`config.mk`:
```
export PLATFORM = sky130hd
export DESIGN_NAME = imem_sync
export DESIGN_NICKNAME = d
export VERILOG_FILES = /design/src/rtl/imem_sync.sv
export SDC_FILE = /design/constraint.sdc
export NUM_CORES = 2
export LEC_CHECK = 0
export CAP_MARGIN = 25
export CELL_PAD_IN_SITES_DETAIL_PLACEMENT = 1
export CELL_PAD_IN_SITES_GLOBAL_PLACEMENT = 1
export CORE_MARGIN = 2
export CORE_UTILIZATION = 40
export CTS_CLUSTER_SIZE = 24
export DETAILED_ROUTE_END_ITERATION = 8
export GPL_ROUTABILITY_DRIVEN = 0
export PLACE_DENSITY = 0.64
export SYNTH_ARGS = -nofsm -noshare
export SYNTH_HDL_FRONTEND = slang
export SYNTH_SLANG_ARGS = --single-unit
```
`constraint.sdc`:
```
create_clock -name clk -period 4.3 [get_ports clk]
set_clock_uncertainty 0.15 [all_clocks]
set_input_delay 1.075 -clock clk [delete_from_list [all_inputs] [get_ports clk]]
set_output_delay 1.075 -clock clk [all_outputs]
set_load 0.03 [all_outputs]
```
`src/rtl/imem_sync.sv`:
```
// Synchronous instruction memory: byte-addressed valid/ready fetch with a
// configurable response latency, fault flagging and a run-time program port.
module imem_sync #(
   parameter int DATA_W  = 32,
   parameter int DEPTH   = 128,
   parameter int ADDR_W  = 32,
   parameter int LATENCY = 1,
   parameter int PIDX_W  = 7
) (
   input  logic              clk,
   input  logic              rst_n,
   input  logic              req_valid,
   output logic              req_ready,
   input  logic [ADDR_W-1:0] req_addr,
   output logic              resp_valid,
   input  logic              resp_ready,
   output logic [DATA_W-1:0] resp_data,
   output logic              resp_fault,
   input  logic              prog_we,
   input  logic [PIDX_W-1:0] prog_addr,
   input  logic [DATA_W-1:0] prog_data
);

   typedef enum logic [1:0] {
      IDLE,
      WAIT,
      RESP
   } state_e;

   state_e            state_q, state_d;
   logic [3:0]        cnt_q, cnt_d;
   logic [DATA_W-1:0] data_q, data_d;
   logic              fault_q, fault_d;

   logic [DATA_W-1:0] mem_q [DEPTH];

   logic [ADDR_W-3:0] word_idx;
   logic [PIDX_W-1:0] rd_idx;
   logic              misalign;
   logic              range_err;
   logic              req_fault;
   logic [DATA_W-1:0] rd_word;
   logic              prog_in_range;

   assign word_idx  = req_addr[ADDR_W-1:2];
   assign rd_idx    = word_idx[PIDX_W-1:0];
   assign misalign  = |req_addr[1:0];
   assign range_err = (word_idx >= (ADDR_W-2)'(DEPTH));
   assign req_fault = misalign | range_err;
   // Truncated index is only dereferenced when the full index is in range.
   assign rd_word   = req_fault ? '0 : mem_q[rd_idx];

   assign prog_in_range = ({1'b0, prog_addr} < (PIDX_W+1)'(DEPTH));

   always_ff @(posedge clk) begin
      if (prog_we && prog_in_range) begin
         mem_q[prog_addr] <= prog_data;
      end
   end

   always_comb begin
      state_d = state_q;
      cnt_d   = cnt_q;
      data_d  = data_q;
      fault_d = fault_q;
      unique case (state_q)
         IDLE: begin
            if (req_valid) begin
               fault_d = req_fault;
               data_d  = rd_word;
               cnt_d   = 4'(LATENCY - 1);
               state_d = (LATENCY == 1) ? RESP : WAIT;
            end
         end
         WAIT: begin
            cnt_d = cnt_q - 4'd1;
            if (cnt_q == 4'd1) begin
               state_d = RESP;
            end
         end
         RESP: begin
            if (resp_ready) begin
               state_d = IDLE;
            end
         end
         default: state_d = IDLE;
      endcase
   end

   always_ff @(posedge clk or negedge rst_n) begin
      if (!rst_n) begin
         state_q <= IDLE;
         cnt_q   <= '0;
         data_q  <= '0;
         fault_q <= 1'b0;
      end else begin
         state_q <= state_d;
         cnt_q   <= cnt_d;
         data_q  <= data_d;
         fault_q <= fault_d;
      end
   end

   assign req_ready  = (state_q == IDLE);
   assign resp_valid = (state_q == RESP);
   assign resp_data  = resp_valid ? data_q : '0;
   assign resp_fault = resp_valid & fault_q;

endmodule

```
==> results_dict.tcl <==
set metrics [dict create \
    synth_area_leaders "edfxtp_1 77%, mux4_2 11%, mux2i_1 3.6%, a22oi_1 1.2%, nand3_1 0.64%" \
    async_flop_share_pct 0.823 \
    drv_slew 0 \
    status "finished, final reports clean" \
    switchingPower_mw 18.5 \
    cts_made_buffers 419 \
    powerDensity_nw_per_um2 451 \
    max_slew_margin_pct 20.5 \
    antenna_found_initial 43 \
    internal_power_mw 65.9 \
    worstPathArrival_ns 2.99 \
    fmax_ghz 0.237 \
    grt_max_degree 129 \
    via_per_inst 5.95 \
    gr-total-overflow 0 \
    period_share_pct 98.0 \
    maxCapViolations 0 \
    htreeDepth 5 \
    layout_min_cycle_time_ns 4.21 \
    cp.required_ns 3.07 \
    start_util_pct 40.2 \
    rrSetupSlack_ns 0.42 \
    insertion_delay_ns 0.99 \
    synth_seq_area_share_pct 77.8 \
    die_w_um 635 \
    worst_pin_slew_ns 1.19 \
    clockBufferDepth 4 \
    drcViolationCount 0 \
    rsz0062_at_grt "no" \
    startpoint_type "flip-flop" \
    design.core.area_sq_um 396000 \
    drive_above_1_share_pct 27.7 \
    swShare_pct 22.0 \
    avgSynthCellArea_sq_um 21.5 \
    clock_sinks 4130 \
    fin_cells 13841 \
    holdPathStages 1 \
    dp_cells 13057 \
    syn_nets 7470 \
    ioPinCount 111 \
    yosys.area.top_type_share_pct 77.3 \
    ir_worst_vdd_mv 0.303 \
    ys_types 43 \
    wl_per_cell_um 34.9 \
    leakagePower_nw 59.9 \
    synth.top_cells.by_count "4,096 x edfxtp_1, 802 x mux4_2, 571 x mux2i_1" \
    antenna_left 0 \
    firstDrtPassIters 6 \
    grt_pass1_wl_um 675000 \
    tritoncts "done" \
    synth_edf_count 4096 \
    synth_top_cell_by_area "edfxtp_1" \
    rr_endpoint "data_q[15]" \
    dieArea_sq_um 403000 \
    yosys_register_bits 4130 \
    path_class "flip-flop to output pin" \
    path_max_fanout 28 \
    syn-cell-area_sq_um 159000 \
    cts_setup_buffers 0 \
    setup_slack_ns 0.0855 \
    timing.rr.start "state_q[1]" \
    io_buffers 110 \
    hpwl_um 296000 \
    power.total_mw 84.4 \
    p_clk_share_pct 41.9 \
    setup_viol 0 \
    syn2layout_area_growth_pct 17.7 \
    path_clk_slew_ns 0.06 \
    dp_slack_ns -0.680 \
    hold_start "prog_data[29]" \
    drt_wl_total_um 483000 \
    ys_warn_count 0 \
    hold_viol_final 0 \
    p_comb_share_pct 5.5 \
    whs_endpoint "mem_q[78][29]" \
    rows 231 \
    ff2ff_path_depth 8 \
    via_count 82371 \
    die_h_um 635 \
    grtUsageTotal_pct 23.6 \
    hold_class "input pin to flip-flop" \
    synthFlopType "edfxtp_1" \
    root_buffer "clkbuf_16" \
    synth.most_common_cell "edfxtp_1" \
    drtIter0Drc 11118 \
    num-fill-cells 35744 \
    final_util_pct 47.3 \
    seqPwrFrac_pct 52.6 \
    nNetsFinal 8315 \
    end_kind "output pin" \
    syn_inst 7394 \
    grt_pass1_vias 84550 \
]
## timing repair
action | in CTS | in global routing
resized for setup | 6 | 0
endpoints found under the setup margin | 10 | 0
hold endpoints to repair | 1 | 0
hold buffers | 1 | 0
## worst max-delay path by stage
stage                       from            end  slack [ns]  cells past startpoint
CTS                   state_q[1]  resp_data[13]        0.03                      3
finish                state_q[1]  resp_data[13]        0.09                      3
floorplan           prog_addr[2]  mem_q[127][0]        0.46                      4
global route          state_q[1]  resp_data[13]        0.07                      3
detailed placement     req_valid     data_q[15]       -0.68                      9
global placement       req_valid     data_q[10]       -1.22                      8
## power groups by stage
stage          combinational (mW)  sequential (mW)  clock, mW
5_1_grt                      4.81             44.4       37.3
3_3_place_gp                 4.48             45.3          0
2_1_floorplan                2.11             45.3          0
6_report                     4.61             44.4       35.4
4_1_cts                      4.61             44.4       35.8
3_5_place_dp                 4.59             45.3          0
## cell families (layout without fill, tap and decap cells)
kind of cell           count (synthesis)  count (layout)  share of synthesized area, %
AO/OA/AOI/OAI                        737             737                          3.37
buffers and inverters                440            1632                          1.46
flip-flops                          4130            4130                          77.8
multiplexers                        1437            1437                          15.4
other                                  0              13                             0
AND/OR/NAND/NOR                      650             650                          1.99
## placed cells by master (no fill, tap or decap), drive strengths merged, types with 14 or more instances in the layout
master         instances
edfxtp              4096
mux4                 802
buf                  787
mux2i                571
clkbuf               530
a22oi                256
nand3                202
clkinv               190
nor2                 161
and2                  98
a211oi                95
o211ai                93
nand2                 85
clkdlybuf4s50         68
a21oi                 65
mux2                  64
o22ai                 63
a221oi                62
nand2b                38
nor3                  37
dfrtp                 34
o21ai                 34
a21boi                32
o2111ai               32
bufinv                27
inv                   17
nor2b                 14
## metal layers
| layer | global-route usage [%] | vias to the layer above | share of wire (%) |
|---|---|---|---|
| met3 | 3.93 | 641 | 8.2 |
| met2 | 36.8 | 3672 | 46 |
| li1 | - | 32948 | - |
| met1 | 33.5 | 45096 | 41 |
| met4 | 8.65 | 14 | 4.2 |
| met5 | 0 | - | 0.019 |
## critical path, stage by stage (launching register included)
cell	delay [ns]
dfrtp_1	0.47
buf_6	0.41
and2_1	0.36
clkdlybuf4s50_1	0.74
## through the flow
stage	hold WS [ns]	area, sq um	setup TNS, ns
floorplan	0.291	159000	0
global placement	0.311	174000	-15.84
detailed placement	0.318	174000	-7.31
CTS	0.251	187000	0
global route	0.272	187000	0
finish	0.298	187000	0
## sequential cells by signal (all words and copies together) (netlist names)
name and flops:
mem_q 4096, state_q 1, fault_q 1, data_q 32
## cell type report
type	instances	area (sq um)	share of cell area (%)
sequential	4130	124000	66.1
tap	5242	6560	3.50
clock inverter	239	1970	1.05
multi-input combinational	2824	34100	18.2
inverter	3	18.8	0.0100
timing repair buffer	861	9750	5.20
antenna	13	32.5	0.0174
clock buffer	529	11100	5.93
Note: power is estimated with default switching activity, not from simulation.
